$ cat src/rtl/region_scheduler.sv
// region_scheduler: steps one message counter through cfg_count consecutive regions starting at cfg_base.
module region_scheduler #(
  parameter int N  = 32,
  parameter int CW = 8
) (
  input  logic          clk,
  input  logic          rst,
  input  logic          cfg_valid,
  output logic          cfg_ready,
  input  logic [N-1:0]  cfg_base,
  input  logic [CW-1:0] cfg_count,
  input  logic          abort,
  input  logic          fifo_almost_full,
  output logic          ctr_start,
  output logic          ctr_pause,
  output logic          ctr_reset_counter,
  output logic [N-1:0]  ctr_region_select,
  input  logic          ctr_done,
  output logic          region_done,
  output logic [CW-1:0] regions_done,
  output logic          busy,
  output logic          all_done,
  output logic          aborted
);
  typedef enum logic [2:0] {IDLE, LOAD, START, RUN, CLEAR, ABORT1, ABORT2, DONE} state_t;
  state_t state;
  logic [CW-1:0] count;
  logic active;
  assign active = state inside {LOAD, START, RUN, CLEAR};
  // regions_done doubles as the region index: it is cleared on accept and advances with each region
  always_ff @(posedge clk or posedge rst)
    if (rst) begin
      state             <= IDLE;
      count             <= '0;
      ctr_region_select <= '0;
      regions_done      <= '0;
      aborted           <= 1'b0;
    end else if (cfg_ready && cfg_valid) begin
      count        <= cfg_count;
      regions_done <= '0;
      aborted      <= 1'b0;
      if (cfg_count != '0) ctr_region_select <= cfg_base;
      state <= (cfg_count != '0) ? LOAD : DONE;
    end else if (active && abort) begin
      state   <= ABORT1;
      aborted <= 1'b1;
    end else
      case (state)
        LOAD:   state <= START;
        START:  state <= RUN;
        RUN:    state <= ctr_done ? CLEAR : RUN;
        CLEAR: begin
          regions_done <= regions_done + CW'(1);
          if (regions_done + CW'(1) == count) state <= DONE;
          else begin
            state             <= LOAD;
            ctr_region_select <= ctr_region_select + N'(1);
          end
        end
        ABORT1: state <= ABORT2;
        ABORT2: state <= IDLE;
        default: ;
      endcase
  assign cfg_ready         = (state == IDLE) || (state == DONE);
  assign busy              = !cfg_ready;
  assign all_done          = state == DONE;
  assign ctr_start         = state == START;
  assign region_done       = state == CLEAR;
  // the counter's pause outranks its reset, so pause is only ever relayed in RUN
  assign ctr_reset_counter = state inside {CLEAR, ABORT1, ABORT2};
  assign ctr_pause         = (state == RUN) && fifo_almost_full;
endmodule

$ cat config.mk
export PLATFORM = sky130hd
export DESIGN_NAME = region_scheduler
export DESIGN_NICKNAME = d
export VERILOG_FILES = /design/src/rtl/region_scheduler.sv
export SDC_FILE = /design/constraint.sdc
export NUM_CORES = 1
export LEC_CHECK = 0
export BUFFER_PORTS_ARGS = -buffer_cell sky130_fd_sc_hd__buf_4
export CORE_AREA = 2 2 87 89
export CTS_BUF_LIST = sky130_fd_sc_hd__clkbuf_2 sky130_fd_sc_hd__clkbuf_4 sky130_fd_sc_hd__clkbuf_8
export CTS_CLUSTER_SIZE = 24
export DETAILED_ROUTE_END_ITERATION = 7
export DIE_AREA = 0 0 89 91
export PLACE_DENSITY = 0.84
export SYNTH_ARGS = -nofsm -noshare
export SYNTH_HDL_FRONTEND = slang
export SYNTH_SLANG_ARGS = --single-unit
$ cat constraint.sdc
create_clock -name clk -period 5.7 [get_ports clk]
set_clock_uncertainty 0.2 [all_clocks]
set_input_delay 1.71 -clock clk [delete_from_list [all_inputs] [get_ports clk]]
set_output_delay 1.71 -clock clk [all_outputs]
set_load 0.01 [all_outputs]
==> results of run 1 <==
## metrics by stage
step	total power, W	worst slack, ns	utilization [%]	cells	cell area (um^2)
2_1_floorplan	0.00142	1.87	-	421	3500
3_3_place_gp	0.00177	1.74	59.2	588	4230
3_5_place_dp	0.00181	1.70	59.2	588	4230
4_1_cts	0.00202	1.70	60.4	595	4310
5_1_grt	0.00217	1.61	60.4	595	4310
6_report	0.00202	1.68	60.4	595	4310
## synth_stat cells, drive strengths merged (2+ instances only)
cell type / n
a211oi: 3
a21o: 2
a21oi: 26
a221oi: 2
a22oi: 7
a311oi: 4
a31oi: 14
a32o: 2
a32oi: 2
a41o: 2
a41oi: 2
and2: 5
and3: 10
and4: 4
buf: 13
clkbuf: 18
dfrtp: 52
ha: 2
inv: 8
nand2: 65
nand2b: 3
nand3: 17
nand3b: 2
nand4: 8
nor2: 33
nor2b: 2
nor3: 17
nor4: 7
nor4b: 2
o211ai: 4
o21ai: 31
o22ai: 6
o31a: 2
o31ai: 6
o32a: 8
or3: 2
xnor2: 11
xor2: 2
## cells by family after synthesis
family	count (synthesis)	share of synthesized area, %
xor+xnor	13	3.25
buf+inv	39	5.14
fa+ha+maj	2	0.714
compound gates	134	27.3
simple gates	179	25.8
flops	52	37.1
mux	2	0.607
## final cells by class
class,instances,share of cell area (%)
sequential,52,30.2
timing repair buffer,99,17.2
clock inverter,1,0.116
multi-input combinational,330,47.1
inverter,8,0.697
clock buffer,6,1.77
tap,99,2.87
## how the worst min path moves through the flow
stage,start,endpoint,slack [ns],cells past startpoint
3_5_place_dp,count[1],count[1],0.29,2
2_1_floorplan,count[1],count[1],0.27,2
5_1_grt,count[0],count[0],0.34,2
4_1_cts,count[6],count[6],0.31,2
3_3_place_gp,count[1],count[1],0.29,2
6_report,count[5],count[5],0.31,2
## per-layer routing
metal | track usage [%] | routed length [um] | vias to the layer above
li1 | - | - | 1723
met1 | 35.8 | 4140 | 1793
met2 | 39.2 | 5000 | 184
met3 | 4.45 | 817 | 11
met4 | 6.59 | 113 | 0
met5 | 0 | 0 | -
## power groups by stage
stage	Sequential [W]	Combinational, W	Clock [W]
after floorplan	0.000690	0.000730	0
after global routing	0.000734	0.00121	0.000226
after CTS	0.000708	0.00109	0.000213
final	0.000712	0.00110	0.000209
after global placement	0.000707	0.00106	0
after detailed placement	0.000714	0.00109	0
## state kept, by name, indices dropped and copies added (netlist names)
name	count
ctr_region_select	32
count	8
regions_done	8
state	3
aborted	1
## worst register-to-register path: stages, from the launching register on
cell	delay, ns
sky130_fd_sc_hd__dfrtp_1	0.61
sky130_fd_sc_hd__and3_1	0.26
sky130_fd_sc_hd__nor2_1	0.06
sky130_fd_sc_hd__inv_1	0.11
sky130_fd_sc_hd__and2_1	0.13
sky130_fd_sc_hd__buf_4	0.41
sky130_fd_sc_hd__nand2_1	0.42
sky130_fd_sc_hd__o21ai_4	0.34
sky130_fd_sc_hd__mux2_2	0.39
==> out/summary.log, run 1 <==
[outcome] run status finished, final reports clean
[critical_path] WP data required 3.79 ns
[floorplanning] die extent in x 89 um
[cells_and_area] diodes inserted 0
[critical_path] reg2reg start state[0]
[timing] post-route minimum period 4.02 ns
[synthesis] Yosys top cell by area sky130_fd_sc_hd__dfrtp_1
[cts] number of gates resized after cts 0
[critical_path] CP Launch Type input pin
[critical_path] worst-case register-to-register setup slack 2.66 ns
[timing] number of failing hold endpoints at the final stage 0
[power] Leakage Power 1.79 nW
[cells_and_area] fraction of final layout cells sized beyond drive strength 1 25.2%
[global_route] vias in the first global route 3315
[critical_path] worst flop-to-flop path endpoint ctr_region_select[1]
[power] proportion of power drawn by combinational gates 54.3%
[cells_and_area] Sequential Area 0.00130 mm^2
[global_route] All-Layer GR Usage 25.1%
[floorplanning] area of the core 0.00714 mm^2
[timing] worst rel slew slack 44.8%
[floorplanning] Initial Util 49.1%
[critical_path] cell family with most CP delay buffers and inverters
[critical_path] largest fanout on the critical path 1
[power] fraction of power consumed by sequential logic 35.3%
[cells_and_area] number of fill cells in the layout 669
[critical_path] path length in cells of the critical path 4
[synthesis] portion of synthesized cell area occupied by the leading cell type 37.1%
[cells_and_area] area added between synthesis and finish 23.0%
[timing] Final Slew Violations 0
[cts] register clock-pin slew on the reported worst setup and hold paths 0.09 ns
[synthesis] number of warnings reported in the yosys synthesis log 0
[worst_hold_path] Hold/Removal Path Class flip-flop to flip-flop
[placement] Final Wtd Congestion 0.876
[synthesis] area of the mapped netlist 0.00350 mm^2
[global_route] global-route wire length before repair 16300 um
[cts] Root Buffer sky130_fd_sc_hd__clkbuf_8
[synthesis] sequential area share after synthesis 37.1%
[critical_path] CP Launch Point fifo_almost_full
[power] switching part of the total power 46.7%
[drt] DRT antenna net count 0
[cts] deepest clock path buffer count 2
[synthesis] Yosys reg bits 52
[synthesis] count of flip-flops with a built-in enable after synthesis 0
[drt] Detailed Route WL 10100 um
[critical_path] most numerous cell on the critical path sky130_fd_sc_hd__buf_4
[synthesis] Avg Synthesized Cell Area 8.32 um^2
[floorplanning] IO Count 94
[cts] worst-skew pair later-pin latency 0.31 ns
[drt] overall via count from detail_route 3711
[synthesis] Synth area leaders sky130_fd_sc_hd__dfrtp_1 37%, sky130_fd_sc_hd__nand2_1 6.9%, sky130_fd_sc_hd__o21ai_0 4.3%, sky130_fd_sc_hd__a21oi_1 3.6%, sky130_fd_sc_hd__nor2_1 3.5%
[drt] number of search-and-repair iterations in the first detailed-routing pass 5
[critical_path] Bufs and invs on worst path 2
[cts] maximum level of the CTS H-tree 2
[critical_path] capturing element type of the critical path output pin
[synthesis] synthesized instance count 421
[synthesis] most used flip-flop cell after synthesis sky130_fd_sc_hd__dfrtp_1
[timing] post-route worst hold slack 0.313 ns
[timing] total negative slack 0 ns
[power] clock share of power 10.4%
[placement] number of buffer cells added on primary ports 93
[global_route] maximum number of pins on one net before global-route repair 65
[timing] Max Fclk 249 MHz
[cells_and_area] Post-layout nets 544
[synthesis] share of flip-flops with an asynchronous set or reset 100%
[cts] hold_buf cts 0
[critical_path] biggest cell delay along the critical path 0.15 ns
[cts] CTS tree done
[power] switching power 0.000942 W
[job] max-capacitance violation count 0
[timing] Worst Tran Pin Value 0.822 ns
[floorplanning] row count 31
[timing] number of setup violations in the final report 0
[placement] final HPWL from detailed placement 6830 um
[cts] number of buffers created by CTS 5
[global_route] overflow left after global routing 0
[synthesis] number of different library cells in the post-synthesis netlist 66
[power] Power Dens Cells 468 mW/mm^2
[global_route] antenna violations before repair 0
[drt] average via count per standard cell 6.24
[critical_path] worst-case reg-to-reg path depth 8
[cts] # Post-CTS Setup Buffers 0
[drt] initial drt markers 247
[critical_path] Critical Setup Path Class input pin to output pin
[floorplanning] full die area 0.00810 mm^2
[critical_path] endpoint arrival time on the critical path 2.11 ns
[synthesis] net count of the mapped netlist 469
[power] maximum VDD drop 0.000245 V
[timing] Final period util 70.6%
[drt] DRC violations left 0
[power] internal power 0.00107 W
[cells_and_area] multi-input gate area in the final layout 0.00203 mm^2
[cts] clock sink count 52
[critical_path] CP cell instances buf_4 -> nand2_1 -> nor2_1 -> buf_4
[critical_path] Max stage delay cell, worst path sky130_fd_sc_hd__buf_4
[timing] unrepaired setup endpoints after global routing false
[cells_and_area] commonest cells after routing, fill and taps aside 99 x sky130_fd_sc_hd__buf_4, 63 x sky130_fd_sc_hd__nand2_1, 52 x sky130_fd_sc_hd__dfrtp_1
[drt] wire per inst 16.9 um
[critical_path] capture point of the critical path ctr_pause
[cells_and_area] most frequent standard cell in the layout excluding fill and tap cells sky130_fd_sc_hd__buf_4
[floorplanning] die outline height 91 um
Power figures use the tool's default switching activity.
==> run 2: changes to the inputs <==
Settings changed: ABC_AREA set to 1, CORE_AREA 2 2 87 89 to 2 2 89 91, DIE_AREA 0 0 89 91 to 0 0 91 93, PLACE_DENSITY 0.84 to 0.86.
Clock period 5.7 ns to 3.3 ns, I/O delays scaled along.
==> run 2 against run 1 <==
  * Synthesized cell count grew 25%
  * Core utilization shrank 0.37 points
  * Critical path depth grew 8
  * Critical path type is now flip-flop to flip-flop
==> out/summary.log, run 2 <==
[worst_hold_path] Hold/Removal Path Class flip-flop to flip-flop
[synthesis] top cell types by occurrence after synthesis 162 x sky130_fd_sc_hd__nand2_1, 56 x sky130_fd_sc_hd__inv_1, 52 x sky130_fd_sc_hd__dfrtp_1, 52 x sky130_fd_sc_hd__nand3_1, 43 x sky130_fd_sc_hd__nor2_1
[synthesis] synthesized instance count 525
[cells_and_area] area added between synthesis and finish 24.3%
[worst_hold_path] Hold Crit Endpoint aborted
[synthesis] largest family of logic cells by synthesized area simple AND/OR/NAND/NOR gates
[timing] Final Slew Violations 0
[job] max-capacitance violation count 0
[timing] post-route minimum period 2.85 ns
[power] proportion of power drawn by combinational gates 53.9%
[placement] final HPWL from detailed placement 7690 um
[global_route] global-route wire length before repair 16900 um
[global_route] antenna violations before repair 0
[synthesis] most used flip-flop cell after synthesis sky130_fd_sc_hd__dfrtp_1
[critical_path] worst flop-to-flop path endpoint ctr_region_select[10]
[synthesis] multiplexer fraction of the synthesized cell area 2.48%
[synthesis] XOR/XNOR share of the synthesized area 5.30%
[global_route] All-Layer GR Usage 24.7%
[timing] Final period util 86.2%
[floorplanning] row count 32
[cts] number of gates resized after cts 0
[power] Leakage Power 2.18 nW
[power] fraction of power consumed by sequential logic 33.7%
[synthesis] synthesized-area fraction occupied by ao, oa, aoi and oai cells 9.81%
[worst_hold_path] hold-critical path depth 2
[critical_path] CP Launch Point regions_done[0]
[timing] number of failing hold endpoints at the final stage 0
[critical_path] worst-case reg-to-reg path depth 12
[critical_path] largest fanout on the critical path 54
[cells_and_area] register with the most flip-flops ctr_region_select
[cells_and_area] most frequent standard cell in the layout excluding fill and tap cells sky130_fd_sc_hd__nand2_1
[synthesis] net count of the mapped netlist 573
[cells_and_area] Post-layout nets 662
[global_route] vias in the first global route 3749
[outcome] run status finished, final reports clean
[synthesis] number of warnings reported in the yosys synthesis log 0
[floorplanning] die outline height 93 um
[floorplanning] full die area 0.00846 mm^2
[power] internal power 0.00195 W
[synthesis] portion of synthesized cell area occupied by the leading cell type 35.8%
[cells_and_area] cell area after layout 0.00452 mm^2
[critical_path] worst-case register-to-register setup slack 0.45 ns
[critical_path] capturing element type of the critical path flip-flop
[cts] CTS tree done
[floorplanning] Initial Util 48.3%
[synthesis] area of the mapped netlist 0.00363 mm^2
[synthesis] Avg Synthesized Cell Area 6.92 um^2
[cells_and_area] final cell utilization of the core 60.0%
[synthesis] simple-gate share of the synthesized area 36.9%
[cells_and_area] number of flip-flops under the largest register name 32
[cells_and_area] largest registers in the final layout ctr_region_select (32), count (8), regions_done (8)
[cts] Root Buffer sky130_fd_sc_hd__clkbuf_8
[synthesis] Synth area leaders sky130_fd_sc_hd__dfrtp_1 36%, sky130_fd_sc_hd__nand2_1 17%, sky130_fd_sc_hd__nand3_1 7.2%, sky130_fd_sc_hd__inv_1 5.8%, sky130_fd_sc_hd__nor2_1 4.4%
[timing] Worst Tran Pin Value 0.678 ns
[placement] number of buffer cells added on primary ports 93
[timing] Max Fclk 351 MHz
[placement] Final Wtd Congestion 0.958
[cts] maximum level of the CTS H-tree 2
[cts] hold_buf cts 0
[synthesis] sequential area share after synthesis 35.8%
[power] Power Dens Cells 812 mW/mm^2
[synthesis] area share of fa/ha/maj cells after synthesis 0.688%
[floorplanning] IO Count 94
[placement] placed cell areas 0.00441 mm^2
[worst_hold_path] startpoint of the most critical hold path aborted
[drt] DRC violations left 0
[timing] unrepaired setup endpoints after global routing false
[power] clock share of power 12.4%
[global_route] maximum number of pins on one net before global-route repair 55
[cells_and_area] fraction of final layout cells sized beyond drive strength 1 22.4%
[critical_path] Critical Setup Path Class flip-flop to flip-flop
[timing] number of setup violations in the final report 0
[drt] Detailed Route WL 10100 um
[cts] clock sink count 52
[critical_path] CP Launch Type flip-flop
[floorplanning] area of the core 0.00753 mm^2
[synthesis] Yosys reg bits 52
[drt] initial drt markers 274
[critical_path] endpoint arrival time on the critical path 2.82 ns
[floorplanning] die extent in x 91 um
[cts] register clock-pin slew on the reported worst setup and hold paths 0.10 ns
[drt] overall via count from detail_route 3795
[timing] total negative slack 0 ns
[synthesis] number of different library cells in the post-synthesis netlist 33
[synthesis] Yosys top cell by area sky130_fd_sc_hd__dfrtp_1
[cts] # Post-CTS Setup Buffers 0
[cts] number of buffers created by CTS 5
[critical_path] reg2reg start regions_done[0]
[power] maximum VDD drop 0.000361 V
[power] switching power 0.00172 W
[cells_and_area] commonest cells after routing, fill and taps aside 162 x sky130_fd_sc_hd__nand2_1, 97 x sky130_fd_sc_hd__buf_4, 55 x sky130_fd_sc_hd__inv_1
[synthesis] most repeated cell in the gate-level netlist after synthesis sky130_fd_sc_hd__nand2_1
[drt] wire per inst 14.1 um
[global_route] overflow left after global routing 0
[timing] worst rel slew slack 54.8%
[power] switching part of the total power 46.8%
[critical_path] WP data required 3.28 ns
[synthesis] share of flip-flops with an asynchronous set or reset 100%
[drt] DRT antenna net count 0
[drt] average via count per standard cell 5.29
[cells_and_area] diodes inserted 0
[synthesis] count of flip-flops with a built-in enable after synthesis 0
[cts] worst-skew pair later-pin latency 0.31 ns
[power] Tot Pwr 0.00367 W
[cts] deepest clock path buffer count 2
[drt] number of search-and-repair iterations in the first detailed-routing pass 4
## run 2: stage by stage
step | instances | setup WS (ns) | hold WS, ns
after floorplan | 525 | 0.852 | 0.262
after global placement | 709 | 0.315 | 0.267
after detailed placement | 709 | 0.291 | 0.271
after CTS | 717 | 0.468 | 0.292
after global routing | 717 | 0.213 | 0.321
final | 717 | 0.455 | 0.285
## run 2: logic make-up after synthesis
kind of cell / Yosys count
buffers and inverters: 75
DFF: 52
AOI/OAI and AO/OA: 57
xor gates and xnor gates: 22
adders and majority gates: 2
and+or+nand+nor: 308
muxes: 9
## run 2: layout make-up
class | count | area, um^2
Timing Repair Buffer | 98 | 748
Inverter | 59 | 221
Sequential cell | 52 | 1300
Clock buffer | 6 | 76.3
Multi-Input combinational cell | 398 | 2010
Tap cell | 102 | 128
Clock inverter | 2 | 35.0
Fill cell | 740 | 3010
## run 2: critical path, stage by stage (launching register included)
cell and delay [ns]:
sky130_fd_sc_hd__dfrtp_1 0.49, sky130_fd_sc_hd__ha_1 0.29, sky130_fd_sc_hd__nand2_1 0.13, sky130_fd_sc_hd__nor2_2 0.16
sky130_fd_sc_hd__nand3_1 0.12, sky130_fd_sc_hd__nand3_1 0.10, sky130_fd_sc_hd__nand3_1 0.07, sky130_fd_sc_hd__nor2_1 0.14
sky130_fd_sc_hd__nand2_1 0.08, sky130_fd_sc_hd__nand2_2 0.21, sky130_fd_sc_hd__nand2_4 0.38, sky130_fd_sc_hd__nor2_1 0.24
sky130_fd_sc_hd__a21oi_2 0.05
## run 2: worst max-delay path by stage
stage	depth (start not counted)	to	slack (ns)
after floorplan	1	aborted	0.85
after global placement	7	ctr_region_select[10]	0.32
after detailed placement	7	ctr_region_select[22]	0.29
after CTS	12	ctr_region_select[22]	0.47
after global routing	12	ctr_region_select[22]	0.21
final	12	ctr_region_select[10]	0.45
## run 2: power groups by stage
stage	logic (W)	clock network (W)	registers, W
after floorplan	0.00132	0	0.00122
after global placement	0.00191	0	0.00123
after detailed placement	0.00198	0	0.00123
after CTS	0.00198	0.000463	0.00123
after global routing	0.00221	0.000491	0.00127
final	0.00198	0.000455	0.00124
## run 2: metal layers
| layer | routed length (um) | vias to the layer above | track usage [%] |
|---|---|---|---|
| met3 | 653 | 18 | 4.03 |
| met5 | 0 | - | 0 |
| met4 | 237 | 0 | 8.46 |
| met2 | 5000 | 136 | 44.9 |
| met1 | 4250 | 1765 | 29.7 |
| li1 | - | 1876 | - |
==> run 3: changes to the inputs <==
Settings changed: MAX_ROUTING_LAYER set to met4, PLACE_DENSITY 0.86 to not set, PLACE_DENSITY_LB_ADDON set to 0.25.
==> run 3 against run 2 <==
  * Global-route usage increased by 0.30 points
  * First-iteration DRC count down 43%
  * Highest routed layer unchanged
  * Clock-buffer cell count stayed put
  * Clock power shrank 11%
  * Sequential cell count unchanged
  * Combinational power barely moved
  * Critical path depth stayed put
  * Design area about the same
  * Register-to-register slack worse by 0.06 ns
  * Sequential share of layout area about the same
  * Via count is 0.24% lower
  * Core utilization about the same
==> out/summary.log, run 3 (synthesis gave the netlist of run 2 again) <==
[critical_path] endpoint arrival time on the critical path 2.90 ns
[cells_and_area] fraction of final layout cells sized beyond drive strength 1 22.4%
[cts] CTS tree done
[critical_path] Bufs and invs on worst path 0
[global_route] maximum number of pins on one net before global-route repair 55
[critical_path] cell family with most CP delay simple AND/OR/NAND/NOR gates
[placement] final HPWL from detailed placement 7900 um
[cells_and_area] number of flip-flops under the largest register name 32
[cells_and_area] Post-layout nets 662
[cells_and_area] area added between synthesis and finish 24.2%
[cts] worst-skew pair later-pin latency 0.32 ns
[cts] maximum level of the CTS H-tree 2
[cts] clock sink count 52
[power] switching power 0.00171 W
[critical_path] largest fanout on the critical path 54
[floorplanning] full die area 0.00846 mm^2
[cts] register clock-pin slew on the reported worst setup and hold paths 0.11 ns
[cells_and_area] largest registers in the final layout ctr_region_select (32), count (8), regions_done (8)
[critical_path] most numerous cell on the critical path sky130_fd_sc_hd__nand3_1
[power] Power Dens Cells 797 mW/mm^2
[critical_path] capturing element type of the critical path flip-flop
[power] Leakage Power 2.17 nW
[critical_path] biggest cell delay along the critical path 0.50 ns
[timing] Final period util 88.2%
[timing] post-route minimum period 2.91 ns
[cts] Root Buffer sky130_fd_sc_hd__clkbuf_8
[drt] overall via count from detail_route 3786
[timing] Max Fclk 344 MHz
[drt] number of search-and-repair iterations in the first detailed-routing pass 5
[placement] placed cell areas 0.00442 mm^2
[critical_path] CP Launch Type flip-flop
[drt] DRT antenna net count 0
[cells_and_area] commonest cells after routing, fill and taps aside 162 x sky130_fd_sc_hd__nand2_1, 96 x sky130_fd_sc_hd__buf_4, 55 x sky130_fd_sc_hd__inv_1
[cells_and_area] cell area after layout 0.00452 mm^2
[drt] DRC violations left 0
[global_route] global-route wire length before repair 16700 um
[global_route] overflow left after global routing 0
[critical_path] Max stage delay cell, worst path sky130_fd_sc_hd__dfrtp_1
[timing] total negative slack 0 ns
[placement] pre-CTS setup slack 0.355 ns
[cts] deepest clock path buffer count 2
[timing] number of failing hold endpoints at the final stage 0
[cts] hold_buf cts 0
[drt] initial drt markers 156
[placement] number of buffer cells added on primary ports 93
[power] switching part of the total power 47.5%
[outcome] run status finished, final reports clean
[power] internal power 0.00189 W
[drt] wire per inst 14.2 um
[timing] Worst Setup Slack, final 0.391 ns
[timing] worst rel slew slack 56.8%
[placement] Final Wtd Congestion 0.910
[drt] average via count per standard cell 5.28
[power] fraction of power consumed by sequential logic 34.2%
[cells_and_area] final cell count without fillers 717
[cts] # Post-CTS Setup Buffers 0
[critical_path] WP data required 3.29 ns
[power] maximum VDD drop 0.000345 V
[cells_and_area] register with the most flip-flops ctr_region_select
[power] clock share of power 11.2%
[timing] Final Slew Violations 0
[floorplanning] IO Count 94
[cts] number of buffers created by CTS 5
[worst_hold_path] Hold/Removal Path Class flip-flop to flip-flop
[cells_and_area] diodes inserted 0
[timing] unrepaired setup endpoints after global routing false
[cells_and_area] most frequent standard cell in the layout excluding fill and tap cells sky130_fd_sc_hd__nand2_1
[floorplanning] die extent in x 91 um
[critical_path] Critical Setup Path Class flip-flop to flip-flop
[global_route] vias in the first global route 3569
[placement] placed cells 709
[critical_path] CP cell instances ha_1 -> nand2_1 -> nor2_2 -> nand3_1 -> nand3_1 -> nand3_1 -> nor2_1 -> nand2_1 -> nand2_2 -> nand2_4 -> nor2_1 -> a21oi_2
[cts] number of gates resized after cts 0
[floorplanning] row count 32
[power] proportion of power drawn by combinational gates 54.6%
[floorplanning] area of the core 0.00753 mm^2
[timing] Worst Tran Pin Value 0.648 ns
[floorplanning] die outline height 93 um
[floorplanning] Initial Util 48.3%
[global_route] antenna violations before repair 0
[timing] number of setup violations in the final report 0
[global_route] All-Layer GR Usage 25.0%
[drt] Detailed Route WL 10200 um
[job] max-capacitance violation count 0
==> run 3: layout make-up <==
class                   count  area (um^2)
fillers                   736         3010
repair buffers             98          761
clock buffers               6         82.6
flip-flops and latches     52         1300
well taps                 102          128
inverters                  59          221
clock inverters             2         15.0
multi-input cells         398         2010
==> run 3: layer usage <==
metal | routed length (um) | vias to the layer above | track usage (%)
met2 | 5060 | 134 | 43.8
met5 | 0 | - | -
met4 | 202 | 0 | 6.94
li1 | - | 1880 | -
met3 | 536 | 18 | 3.79
met1 | 4400 | 1754 | 30.2
==> run 3: final timing paths <==
check	from	to	slack [ns]	depth (start not counted)
worst max register to register	regions_done[0]	ctr_region_select[19]	0.39	12
worst max-delay path	regions_done[0]	ctr_region_select[19]	0.39	12
worst min-delay path	aborted	aborted	0.29	2
max in group asynchronous	rst	ctr_region_select[26]	1.82	3
worst min register to register	aborted	aborted	0.29	2
min in group asynchronous	rst	regions_done[2]	0.51	2
==> run 3: power groups by stage <==
stage	registers, W	logic (W)	clock network, W
2_1_floorplan	0.00122	0.00132	0
5_1_grt	0.00128	0.00220	0.000432
3_5_place_dp	0.00123	0.00198	0
6_report	0.00123	0.00196	0.000404
4_1_cts	0.00122	0.00198	0.000410
3_3_place_gp	0.00123	0.00192	0
==> run 3: metrics by stage <==
stage | power [W] | hold WS [ns] | utilization (%)
after floorplan | 0.00254 | 0.262 | -
after global placement | 0.00315 | 0.263 | 58.7
after detailed placement | 0.00321 | 0.274 | 58.7
after CTS | 0.00361 | 0.298 | 60.0
after global routing | 0.00391 | 0.345 | 60.0
final | 0.00360 | 0.292 | 60.0
==> run 3: worst reg2reg max path: cells and delay by family, from the launching register on <==
family                     cells  cell delay [ns]
and+or+nand+nor               10             1.75
DFF                            1             0.50
adders and majority gates      1             0.28
AOI/OAI and AO/OA              1             0.04
